===== src/rtl/wb_bus_arbiter.sv =====
// Two-master, one-slave Wishbone arbiter with round-robin grant held for a whole CYC
// and an ack watchdog that force-terminates stalled cycles and records a sticky bus error.
module wb_bus_arbiter #(
   parameter int unsigned  ADDRESS_WIDTH = 24,
   parameter logic [15:0]  ACK_TIMEOUT   = 16'd64,
   parameter logic [15:0]  ERR_DATA      = 16'hDEAD
) (
   input  logic                     clk,
   input  logic                     rst,
   input  logic [ADDRESS_WIDTH-1:0] m0AdrI,
   input  logic [15:0]              m0DatI,
   output logic [15:0]              m0DatO,
   input  logic                     m0CycI,
   input  logic                     m0StbI,
   input  logic                     m0WeI,
   output logic                     m0AckO,
   input  logic [ADDRESS_WIDTH-1:0] m1AdrI,
   input  logic [15:0]              m1DatI,
   output logic [15:0]              m1DatO,
   input  logic                     m1CycI,
   input  logic                     m1StbI,
   input  logic                     m1WeI,
   output logic                     m1AckO,
   output logic [ADDRESS_WIDTH-1:0] sAdrO,
   output logic [15:0]              sDatO,
   input  logic [15:0]              sDatI,
   output logic                     sCycO,
   output logic                     sStbO,
   output logic                     sWeO,
   input  logic                     sAckI,
   output logic [1:0]               grant,
   output logic                     busError,
   output logic [7:0]               errorCount,
   input  logic                     errorClear
);

   typedef enum logic [1:0] {IDLE, OWN0, OWN1, FORCE_ACK} state_t;

   state_t      state, state_next;
   logic [1:0]  grant_next;
   logic        last_grant, last_grant_next;   // 0 = m0 granted last, 1 = m1
   logic [15:0] wd_count, wd_count_next;
   logic        owner1, owner_cyc, owner_stb, stalled;

   always_comb begin
      state_next      = state;
      grant_next      = grant;
      last_grant_next = last_grant;
      wd_count_next   = '0;
      sAdrO  = '0;
      sDatO  = '0;
      sCycO  = 1'b0;
      sStbO  = 1'b0;
      sWeO   = 1'b0;
      m0AckO = 1'b0;
      m1AckO = 1'b0;
      m0DatO = '0;
      m1DatO = '0;
      owner1    = grant[1];
      owner_cyc = owner1 ? m1CycI : m0CycI;
      owner_stb = owner1 ? m1StbI : m0StbI;
      stalled   = (ACK_TIMEOUT != 16'd0) && owner_stb && !sAckI;

      case (state)
         IDLE: begin
            grant_next = '0;
            // On a tie the master that did not win last time is served
            if (m0CycI && (!m1CycI || last_grant)) begin
               state_next      = OWN0;
               grant_next      = 2'b01;
               last_grant_next = 1'b0;
            end else if (m1CycI) begin
               state_next      = OWN1;
               grant_next      = 2'b10;
               last_grant_next = 1'b1;
            end
         end
         OWN0, OWN1: begin
            sAdrO = owner1 ? m1AdrI : m0AdrI;
            sDatO = owner1 ? m1DatI : m0DatI;
            sWeO  = owner1 ? m1WeI  : m0WeI;
            sCycO = owner_cyc;
            sStbO = owner_stb;
            if (owner1) begin
               m1AckO = sAckI;
               m1DatO = sDatI;
            end else begin
               m0AckO = sAckI;
               m0DatO = sDatI;
            end
            if (stalled)
               wd_count_next = wd_count + 16'd1;
            if (!owner_cyc) begin
               state_next    = IDLE;
               grant_next    = '0;
               wd_count_next = '0;
            end else if (stalled && (wd_count == ACK_TIMEOUT - 16'd1)) begin
               state_next    = FORCE_ACK;
               wd_count_next = '0;
            end
         end
         FORCE_ACK: begin
            if (owner1) begin
               m1AckO = 1'b1;
               m1DatO = ERR_DATA;
            end else begin
               m0AckO = 1'b1;
               m0DatO = ERR_DATA;
            end
            if (owner_cyc) begin
               state_next = owner1 ? OWN1 : OWN0;
            end else begin
               state_next = IDLE;
               grant_next = '0;
            end
         end
         default: begin
            state_next = IDLE;
            grant_next = '0;
         end
      endcase
   end

   always_ff @(posedge clk) begin
      if (rst) begin
         state      <= IDLE;
         grant      <= '0;
         last_grant <= 1'b1;
         wd_count   <= '0;
         busError   <= 1'b0;
         errorCount <= '0;
      end else begin
         state      <= state_next;
         grant      <= grant_next;
         last_grant <= last_grant_next;
         wd_count   <= wd_count_next;
         // A forced termination outranks a simultaneous clear
         if (state == FORCE_ACK) begin
            busError <= 1'b1;
            if (errorClear)
               errorCount <= 8'd1;
            else if (errorCount != 8'hFF)
               errorCount <= errorCount + 8'd1;
         end else if (errorClear) begin
            busError   <= 1'b0;
            errorCount <= '0;
         end
      end
   end

endmodule

===== config.mk =====
export PLATFORM = sky130hd
export DESIGN_NAME = wb_bus_arbiter
export DESIGN_NICKNAME = d
export VERILOG_FILES = /design/src/rtl/wb_bus_arbiter.sv
export SDC_FILE = /design/constraint.sdc
export NUM_CORES = 1
export LEC_CHECK = 0
export ABC_AREA = 0
export CAP_MARGIN = 10
export CORE_MARGIN = 1
export CORE_UTILIZATION = 30
export DETAILED_ROUTE_END_ITERATION = 10
export PLACE_DENSITY_LB_ADDON = 0.15
export SETUP_SLACK_MARGIN = 0.5
export SYNTH_ARGS = -nofsm -noshare
export SYNTH_HDL_FRONTEND = slang
export SYNTH_SLANG_ARGS = --single-unit

===== constraint.sdc =====
create_clock -name clk -period 1.8 [get_ports clk]
set_input_delay 0.36 -clock clk [delete_from_list [all_inputs] [get_ports clk]]
set_output_delay 0.36 -clock clk [all_outputs]
set_load 0.02 [all_outputs]

==> reports/results.tsv, run 1 <==
stage	metric	value	unit
clocking	clock tree from TritonCTS	yes	
power	Net Sw Power	3700	uW
die	Die Y	90.7	um
detailed_routing	total wire length	14.6	mm
critical_path	Crit Path Class	reg -> out	
sta	Final min period	2.07	ns
power	Lkg Pwr	0.00254	uW
synth	top post-synthesis cells by count	63 x nor2_1, 43 x mux2i_1, 43 x nor2b_1, 30 x dfxtp_1, 19 x a21oi_1	
finish	Final #Nets	675	
synth	Mean Syn Cell Area	7.52	sq um
synth	cell with the most instances after synthesis	nor2_1	
synth	sequential fraction of the synthesis area	0.254	
synth	post-synthesis cell count	314	
sta	post-route setup TNS	-20.15	ns
global_route	GR Overflow Total	0	
run_status	status	complete, but fails checks	
clocking	Post-CTS Hold Buffers	0	
job	MaxCap Viol Count	0	
global_route	initial antenna violation count	1	
run_status	failing checks	setup timing	
synth	synth top area cells	dfxtp_1 25%, mux2i_1 18%, nor2b_1 11%	
detailed_routing	DR vias/cell	5.23	
finish	layout cells sized above 1	0.604	
detailed_routing	Post-DRT Antenna Nets	0	
finish	Area Overhead vs Synth	190	%
power	peak supply drop	0.000839	V
power	Pwr Total	9110	uW
critical_path	Crit Path Max Fanout	6	
synth	#FFs+latches synth	30	
die	Core Area	7450	sq um
critical_path	Crit path arrival time	1.71	ns
synth	most common flop cell mapped by yosys	dfxtp_1	
place	PortBufs	193	
sta	fin. max-slew vios	0	
clocking	CTS root buf	clkbuf_8	
finish	Finished Core Util	0.918	
sta	fin worst setup slack	-0.275	ns
synth	Synth area leader	dfxtp_1	
detailed_routing	DR pass1 iterations	4	
sta	RSZ-0062 raised after global routing	yes	
synth	FFs w/ async S/R, synth	0	
global_route	Total Routing Usage GR	0.295	
detailed_routing	Routed wire per std cell	22.0	um
detailed_routing	DRC	0	
sta	Max-slew headroom	0.716	
global_route	largest net degree at the start of global routing	19	
synth	synth warn	0	
synth	mapped cell area	2360	sq um
worst_hold_path	Hold Crit Class	reg -> reg	
die	Die Wd	90.7	um
synth	post-synth top area share	0.254	
place	placer congestion estimate	0.836	
clocking	Sinks on Clock Net	30	
global_route	number of global-route vias before repair	3642	
die	initial core utilization	0.317	
clocking	CTS Buf Count	5	
die	Die Area	8230	sq um
synth	Post-synth EDFFs	0	
die	io pins	194	
detailed_routing	Vias	3477	
sta	final hold vios	0	
sta	final worst path period share	1.15	
sta	max frequency	482	MHz
critical_path	worst path required time	1.44	ns
place	Post-DP HPWL	7.69	mm
clocking	htree depth	2	
critical_path	CP Capture Type	output pin	
finish	Final Non-Filler Cells	665	
sta	Setup-failing EPs final	95	
power	Logic pwr share	0.834	
global_route	first-pass GRT wire length	18.9	mm
sta	hold_ws	0.472	ns
detailed_routing	iteration-0 DRC count of the detailed router	120	
die	Cell Rows	31	
critical_path	Startpoint Class	register	
power	switching share of power	0.406	
clocking	worst skew pair latency	0.30	ns
power	Int Power	5410	uW
synth	Mapped Nets	425	
synth	Unique masters post-synth	39	
clocking	Clock Tree Buf Depth	2	
clocking	Worst-path clk slew	0.07	ns
power	Reg power frac	0.084	
power	Clk network pwr share	0.082	
power	pwr/cell area	1330	nW/um^2
sta	Slew @ Worst Pin	0.425	ns
sta	Clock Skews	0.00779	ns
place	placed cells	619	
-- path summary, 6_finish.rpt --
path                                   from           to  slack, ns  cells past startpoint
worst min-delay path            wd_count[0]  wd_count[0]       0.47                      1
worst min register to register  wd_count[0]  wd_count[0]       0.47                      1
worst max-delay path               state[1]     sAdrO[6]      -0.27                      7
worst max register to register     state[1]  wd_count[2]      -0.24                      9
-- worst max-delay path, stage by stage (launching register included) --
cell,delay [ns]
dfxtp_2,0.36
inv_4,0.06
ha_4,0.29
buf_12,0.14
buf_12,0.13
buf_16,0.12
nor2b_4,0.17
buf_6,0.14
-- cell usage in the layout (no fill, tap or decap), types with 7 or more instances in the layout --
master,Yosys,routed
dfxtp_1,30,17
clkdlybuf4s50_1,0,104
nor2_1,63,14
buf_4,1,28
nand3_1,9,8
xnor2_1,8,8
mux2i_1,43,17
nand2_1,15,9
nor2b_4,0,43
a21oi_4,0,13
mux2i_2,0,7
dfxtp_2,0,7
buf_16,0,7
xor2_1,10,10
buf_12,0,14
nor2_4,0,45
mux2i_4,0,19
buf_6,1,96
-- power groups by stage --
stage	sequential (uW)	combinational [uW]	clock (uW)
5_1_grt	767	7830	758
3_3_place_gp	767	5290	0
2_1_floorplan	766	3730	0
4_1_cts	755	6930	719
6_report	762	7600	746
3_5_place_dp	767	5350	0
-- routing by layer --
layer	part of all wire	global-route usage	up-vias
met2	0.54	0.584	198
met3	0.062	0.0699	60
li1	-	-	1563
met1	0.34	0.289	1656
met5	0	0	-
met4	0.059	0.114	0
-- through the flow --
stage | setup slack, ns | area [sq um]
floorplan | 0.131 | 3630
global placement | -0.369 | 5740
finish | -0.275 | 6840
detailed placement | -0.387 | 5740
CTS | -0.193 | 6480
global route | -0.286 | 6840
-- state kept, by name (all words and copies together) (netlist names) --
register	flops
wd_count	16
state	2
errorCount	8
busError	1
last_grant	1
grant	2
-- layout make-up --
cell class | count | area (sq um)
diodes | 1 | 2.50
clock buffers | 7 | 86.3
clock inverters | 1 | 30.0
fillers | 259 | 612
inverters | 7 | 33.8
multi-input cells | 256 | 2960
flip-flops and latches | 30 | 632
well taps | 99 | 124
repair buffers | 264 | 2970
-- logic make-up (layout without fill, tap and decap cells) --
kind of cell / count (synthesis) / count (layout) / share of synthesized area
simple gates: 159 / 159 / 0.342
mux: 44 / 44 / 0.189
compound gates: 30 / 30 / 0.0715
flops: 30 / 30 / 0.254
buf+inv: 28 / 279 / 0.0503
xor+xnor: 18 / 18 / 0.0668
fa+ha+maj: 5 / 5 / 0.0265
other cells: 0 / 1 / 0
-- what timing repair did --
item | CTS | global route
resized for setup | 549 | 63
buffers inserted | 17 | 11
endpoints found under the setup margin | 112 | 111
cloned | 7 | 2
pin swaps | 35 | 19
(Power assumes the default switching activity.)
==> run 2: changes to the inputs <==
SETUP_SLACK_MARGIN = unset   (was 0.5)
==> run 2 against run 1 <==
Effect of this change: the run still ends with setup timing left; worst setup slack improved by 0.0084 ns; largest power group unchanged; sequential power down 2%; hold slack gained 0.049 ns.
==> reports/results.tsv, run 2 (synthesized netlist as in run 1, its figures left out) <==
stage	metric	value	unit	change
detailed_routing	DRC	0		unchanged
clocking	htree depth	2		unchanged
die	Die Wd	90.7	um	unchanged
critical_path	Crit path arrival time	2.29	ns	+0.58 ns
sta	final worst path period share	1.15		-0.00467
detailed_routing	met1 WL	4.66	mm	-7.6%
worst_hold_path	Hold Startpoint	wd_count[0]		
sta	final hold vios	0		unchanged
run_status	failing checks	setup timing		
finish	Top Registers	wd_count: 16 flops, errorCount: 8 flops		
detailed_routing	iteration-0 DRC count of the detailed router	92		-23%
finish	max reg flops	16		unchanged
detailed_routing	Vias	3315		-4.7%
sta	fin worst setup slack	-0.266	ns	+0.00841 ns
critical_path	Startpoint Class	register		
detailed_routing	Post-DRT Antenna Nets	0		unchanged
sta	RSZ-0062 raised after global routing	yes		
worst_hold_path	Hold Crit Class	reg -> reg		
clocking	CTS Buf Count	5		unchanged
clocking	worst skew pair latency	0.29	ns	about the same
finish	commonest cells after routing, fill and taps aside	115 x clkdlybuf4s50_1, 65 x buf_6, 49 x buf_4		
clocking	Worst-path clk slew	0.07	ns	about the same
critical_path	R2R depth	9		unchanged
job	MaxCap Viol Count	0		unchanged
critical_path	CP Depth	9		+2
finish	Final Non-Filler Cells	654		-1.7%
place	PortBufs	193		unchanged
global_route	Total Routing Usage GR	0.288		-0.00721
sta	max frequency	484	MHz	+0.41%
die	Die Y	90.7	um	unchanged
critical_path	cell mode on critical path	buf_12		
global_route	GR Overflow Total	0		unchanged
die	Core Area	7450	sq um	unchanged
power	pwr/cell area	1330	nW/um^2	about the same
clocking	Post-CTS Hold Buffers	0		unchanged
finish	most common cell after layout, fill and taps aside	clkdlybuf4s50_1		
global_route	largest net degree at the start of global routing	18		-1
sta	Clock Skews	0.00896	ns	+0.00118 ns
place	placer congestion estimate	0.908		+8.6%
global_route	initial antenna violation count	0		-1
worst_hold_path	hold path cells	2		+1
clocking	CTS root buf	clkbuf_8		
global_route	first-pass GRT wire length	18.5	mm	-2.2%
finish	layout cells sized above 1	0.461		-0.142
detailed_routing	met2 WL	6.98	mm	-11%
critical_path	max incr delay on CP	0.55	ns	+0.19 ns
clocking	Sinks on Clock Net	30		unchanged
critical_path	worst path required time	2.03	ns	+0.59 ns
sta	hold_ws	0.521	ns	+0.0490 ns
detailed_routing	Routed met3 length	877	um	-2.7%
critical_path	crit-path leading delay family	simple AND/OR/NAND/NOR gates		
critical_path	CP Buf/Inv Count	5		unchanged
sta	post-route setup TNS	-16.67	ns	+3.48 ns
finish	Largest Register	wd_count		
sta	Slew @ Worst Pin	0.498	ns	+0.0724 ns
finish	diode count	0		-1
sta	Final min period	2.07	ns	-0.00841 ns
critical_path	Crit Path Class	reg -> reg		
place	placed cells	627		+1.3%
finish	Final #Nets	666		-1.3%
die	initial core utilization	0.317		unchanged
sta	Max-slew headroom	0.666		-0.0502
die	Cell Rows	31		unchanged
finish	Area Overhead vs Synth	155	%	
critical_path	CP max stage cell	or4b_4		
run_status	status	complete, but fails checks		
detailed_routing	highest routed layer	met4		
detailed_routing	DR pass1 iterations	4		unchanged
critical_path	Crit Path Max Fanout	9		+3
power	peak supply drop	0.000746	V	-11%
critical_path	crit path from	state[0]		
clocking	Clock Tree Buf Depth	2		unchanged
detailed_routing	Routed wire per std cell	19.8	um	-10%
global_route	number of global-route vias before repair	3323		-8.8%
sta	Setup-failing EPs final	95		unchanged
detailed_routing	DR vias/cell	5.07		-3.1%
die	Die Area	8230	sq um	unchanged
detailed_routing	total wire length	12.9	mm	-12%
sta	fin. max-slew vios	0		unchanged
clocking	clock tree from TritonCTS	yes		
place	Post-DP HPWL	8.09	mm	+5.3%
critical_path	CP Capture Type	register		
die	io pins	194		unchanged
critical_path	worst reg2reg startpoint	state[0]		
critical_path	Cell Chain, Critical Path	inv_4, ha_4, buf_12, buf_12, nand2_4, buf_6, or4b_4, buf_12, nor2_4		
power	Lkg Pwr	0.00231	uW	-9.0%
[run 2: final timing paths]
kind / to / slack (ns)
setup reg to reg: wd_count[4] / -0.27
setup / recovery: wd_count[4] / -0.27
hold reg to reg: wd_count[0] / 0.52
hold / removal: wd_count[0] / 0.52
[run 2: final cells by class]
type / instances / area (sq um)
flip-flops and latches: 30 / 604
inverters: 7 / 33.8
multi-input cells: 256 / 2380
repair buffers: 255 / 2770
clock inverters: 1 / 30.0
fillers: 438 / 1420
well taps: 99 / 124
clock buffers: 6 / 82.6
[run 2: per-stage QoR]
stage               area, sq um  total power (uW)  setup WS [ns]   util
floorplan                  2490              2850        -0.0841      -
global placement           4880              4880         -0.401  0.655
detailed placement         4880              4920         -0.423  0.655
CTS                        5670              7450         -0.173  0.761
global route               6020              8310         -0.290  0.809
finish                     6020              8030         -0.266  0.809
[run 2: where the power goes]
group | switching [uW] | internal, uW
clock | 260 | 442
combinational | 2930 | 3660
sequential | 41.6 | 709
[run 2: what timing repair did]
| item | CTS | global route |
|---|---|---|
| pin swaps | 21 | 15 |
| resized for setup | 527 | 70 |
| endpoints found under the hold margin | 0 | 0 |
| cloned | 8 | 4 |
| endpoints found under the setup margin | 96 | 100 |
| buffers inserted | 7 | 5 |
[run 2: layer usage]
metal,vias to the layer above,track usage
li1,1544,-
met1,1612,0.298
met2,126,0.561
met4,0,0.0860
met3,33,0.0707
met5,-,0
[run 2: worst reg2reg max path, cell delays in order, from the launching register on]
cell,delay [ns]
dfxtp_2,0.36
inv_4,0.06
ha_4,0.31
buf_12,0.16
buf_12,0.13
nand2_4,0.05
buf_6,0.11
or4b_4,0.55
buf_12,0.18
nor2_4,0.10
==> run 3: changes to the inputs <==
ABC_AREA = 1   (was 0)
CORE_UTILIZATION = 35   (was 30)
clock period = 2.5 ns   (was 1.8 ns; I/O delays follow)
==> run 3 against run 2 <==
Effect of this change: the flow now finishes without violations; area after synthesis rose by 7.8%; global-route usage is 3.9 points lower; largest cell class unchanged; synthesized cell count increased by 42%; count of clock-buffer cells in the layout increased by 1; combinational power down 55%; critical path depth shrank 3; critical endpoint is now sCycO; first-iteration DRC count increased by 77%; highest routed layer unchanged; sequential power decreased by 28%; flip-flop and latch count unchanged.
==> reports/results.tsv, run 3 <==
stage	metric	value	unit	change
run_status	status	finished clean		
finish	commonest cells after routing, fill and taps aside	122 x nor2_1, 117 x clkdlybuf4s50_1, 54 x inv_1		
finish	Fillers	682		+56%
synth	Mean Syn Cell Area	5.69	sq um	-24%
synth	most common flop cell mapped by yosys	dfxtp_1		
finish	layout cells sized above 1	0.149		-0.313
critical_path	CP max stage cell	clkdlybuf4s50_1		
clocking	Sinks on Clock Net	30		unchanged
power	pwr/cell area	845	nW/um^2	-37%
sta	Setup-failing EPs final	0		-100%
detailed_routing	Routed wire per std cell	13.6	um	-31%
clocking	htree depth	2		unchanged
synth	Unique masters post-synth	27		-31%
sta	final hold vios	0		unchanged
detailed_routing	total wire length	10.1	mm	-22%
synth	Mapped Nets	558		+31%
die	Core Area	6910	sq um	-7.3%
global_route	number of global-route vias before repair	3100		-6.7%
sta	Max-slew headroom	0.699		+0.0337
global_route	GR Overflow Total	0		unchanged
place	Post-DP HPWL	7.91	mm	-2.2%
finish	most common cell after layout, fill and taps aside	nor2_1		
detailed_routing	Post-DRT Antenna Nets	0		unchanged
detailed_routing	DR pass1 iterations	4		unchanged
die	Die Wd	87.3	um	-3.8%
sta	fin. max-slew vios	0		unchanged
global_route	Total Routing Usage GR	0.248		-0.0392
finish	Top Registers	wd_count: 16 flops, errorCount: 8 flops		
detailed_routing	DRC	0		unchanged
critical_path	Crit path arrival time	1.92	ns	-0.37 ns
synth	post-synth top area share	0.236		-0.0184
finish	diode count	0		unchanged
critical_path	Crit Path Class	in -> out		
clocking	worst skew pair latency	0.28	ns	about the same
detailed_routing	Vias	3519		+6.2%
die	Die Y	87.3	um	-3.8%
critical_path	crit-path leading delay family	buffers and inverters		
synth	top post-synthesis cells by count	122 x nor2_1, 55 x inv_1, 50 x nand2_1, 48 x o21ai_0, 30 x dfxtp_1		
critical_path	CP Buf/Inv Count	3		-2
place	PortBufs	193		unchanged
sta	Clock Skews	0.00208	ns	-0.00688 ns
sta	Final min period	2.42	ns	
detailed_routing	iteration-0 DRC count of the detailed router	163		+77%
critical_path	worst path required time	2.00	ns	-0.03 ns
clocking	clock tree from TritonCTS	yes		
clocking	Clock Tree Buf Depth	2		unchanged
die	Die Area	7620	sq um	-7.5%
die	initial core utilization	0.368		+0.0514
critical_path	Crit Path Max Fanout	3		-6
sta	max frequency	414	MHz	
die	io pins	194		unchanged
global_route	first-pass GRT wire length	14.9	mm	-20%
synth	post-synthesis cell count	447		+42%
finish	max reg flops	16		unchanged
critical_path	CP Capture Type	output pin		
synth	cell with the most instances after synthesis	nor2_1		
worst_hold_path	Hold Crit Class	reg -> reg		
finish	Largest Register	wd_count		
sta	Slew @ Worst Pin	0.451	ns	-0.0467 ns
place	placer congestion estimate	0.801		-12%
power	Lkg Pwr	0.00215	uW	-6.9%
global_route	initial antenna violation count	0		unchanged
finish	Area Overhead vs Synth	79.7	%	
synth	mapped cell area	2540	sq um	+7.8%
critical_path	Cell Chain, Critical Path	clkdlybuf4s50_1, nand2_1, nand2_2, nand2_2, clkinv_2, clkdlybuf4s50_1		
clocking	Worst-path clk slew	0.06	ns	about the same
clocking	CTS root buf	clkbuf_8		
power	peak supply drop	0.000591	V	-21%
sta	fin worst setup slack	0.0844	ns	+0.351 ns
die	Cell Rows	30		-3.2%
synth	sequential fraction of the synthesis area	0.236		-0.0184
synth	#FFs+latches synth	30		unchanged
synth	synth top area cells	dfxtp_1 24%, nor2_1 18%, o21ai_0 9.4%		
power	Pwr Total	3860	uW	-52%
synth	Post-synth EDFFs	0		unchanged
critical_path	Startpoint Class	primary input		
synth	synth warn	0		unchanged
synth	Synth area leader	dfxtp_1		
synth	FFs w/ async S/R, synth	0		unchanged
global_route	largest net degree at the start of global routing	42		+24
sta	final worst path period share	0.966		
detailed_routing	DR vias/cell	4.74		-6.4%
clocking	CTS Buf Count	5		unchanged
critical_path	max incr delay on CP	0.61	ns	+0.06 ns
job	MaxCap Viol Count	0		unchanged
place	Place WS	0.00978	ns	+0.433 ns
finish	Final #Nets	757		+14%
run 3: cells by family (layout without fill, tap and decap cells):
logic type,after synthesis,after routing,synth area share
compound gates,78,78,0.158
xor+xnor,5,5,0.0172
fa+ha+maj,5,5,0.0246
buf+inv,79,278,0.126
flops,30,30,0.236
simple gates,250,250,0.439
run 3: stage by stage:
stage               hold slack, ns  instances  cell area, sq um  utilization  setup TNS, ns
floorplan                    0.421        447              2540            -              0
global placement             0.438        731              4640        0.672              0
detailed placement           0.446        731              4640        0.672              0
CTS                          0.463        738              4620        0.669              0
global route                 0.481        742              4570        0.662       -0.00716
finish                       0.460        742              4570        0.662              0
run 3: path summary, 6_finish.rpt:
kind | startpoint | to | slack (ns) | depth (start not counted)
worst min-delay path | wd_count[0] | wd_count[0] | 0.46 | 1
worst min register to register | wd_count[0] | wd_count[0] | 0.46 | 1
worst max-delay path | m0CycI | sCycO | 0.08 | 6
worst max register to register | errorCount[0] | errorCount[7] | 0.85 | 12
run 3: layout make-up:
type | instances | area, sq um | share of cell area
clock buffer | 7 | 76.3 | 0.0167
inverter | 58 | 223 | 0.0487
multi-input combinational | 338 | 1630 | 0.356
sequential | 30 | 601 | 0.131
tap | 96 | 120 | 0.0263
timing repair buffer | 213 | 1930 | 0.421
run 3: repair_timing:
action                                  CTS  global route
setup buffers                             0             4
endpoints found under the setup margin   76            46
hold buffers                              0             0
gates resized for setup                  76            84
run 3: worst reg2reg max path, stage by stage, from the launching register on:
cell and delay (ns):
dfxtp_1 0.41, ha_1 0.21, nand2_2 0.09, nor2_2 0.13, nand2_1 0.09, inv_1 0.08, nand2_2 0.08, nand2_2 0.13
nand2_2 0.12, nand2_1 0.08, nand2_1 0.05, nand2_1 0.05, inv_1 0.03
run 3: metal layers:
layer	vias up	global-route usage	wire (um)
met2	126	0.438	4880
li1	1806	-	-
met1	1557	0.279	3970
met4	0	0.112	373
met3	30	0.0654	829
met5	-	0	0
run 3: where the power goes:
group          switching [uW]  internal, uW  total, uW  leakage [uW]
combinational            1820          1150       2970       0.00187
clock                     166           191        357     0.0000383
sequential               24.8           514        539      0.000243
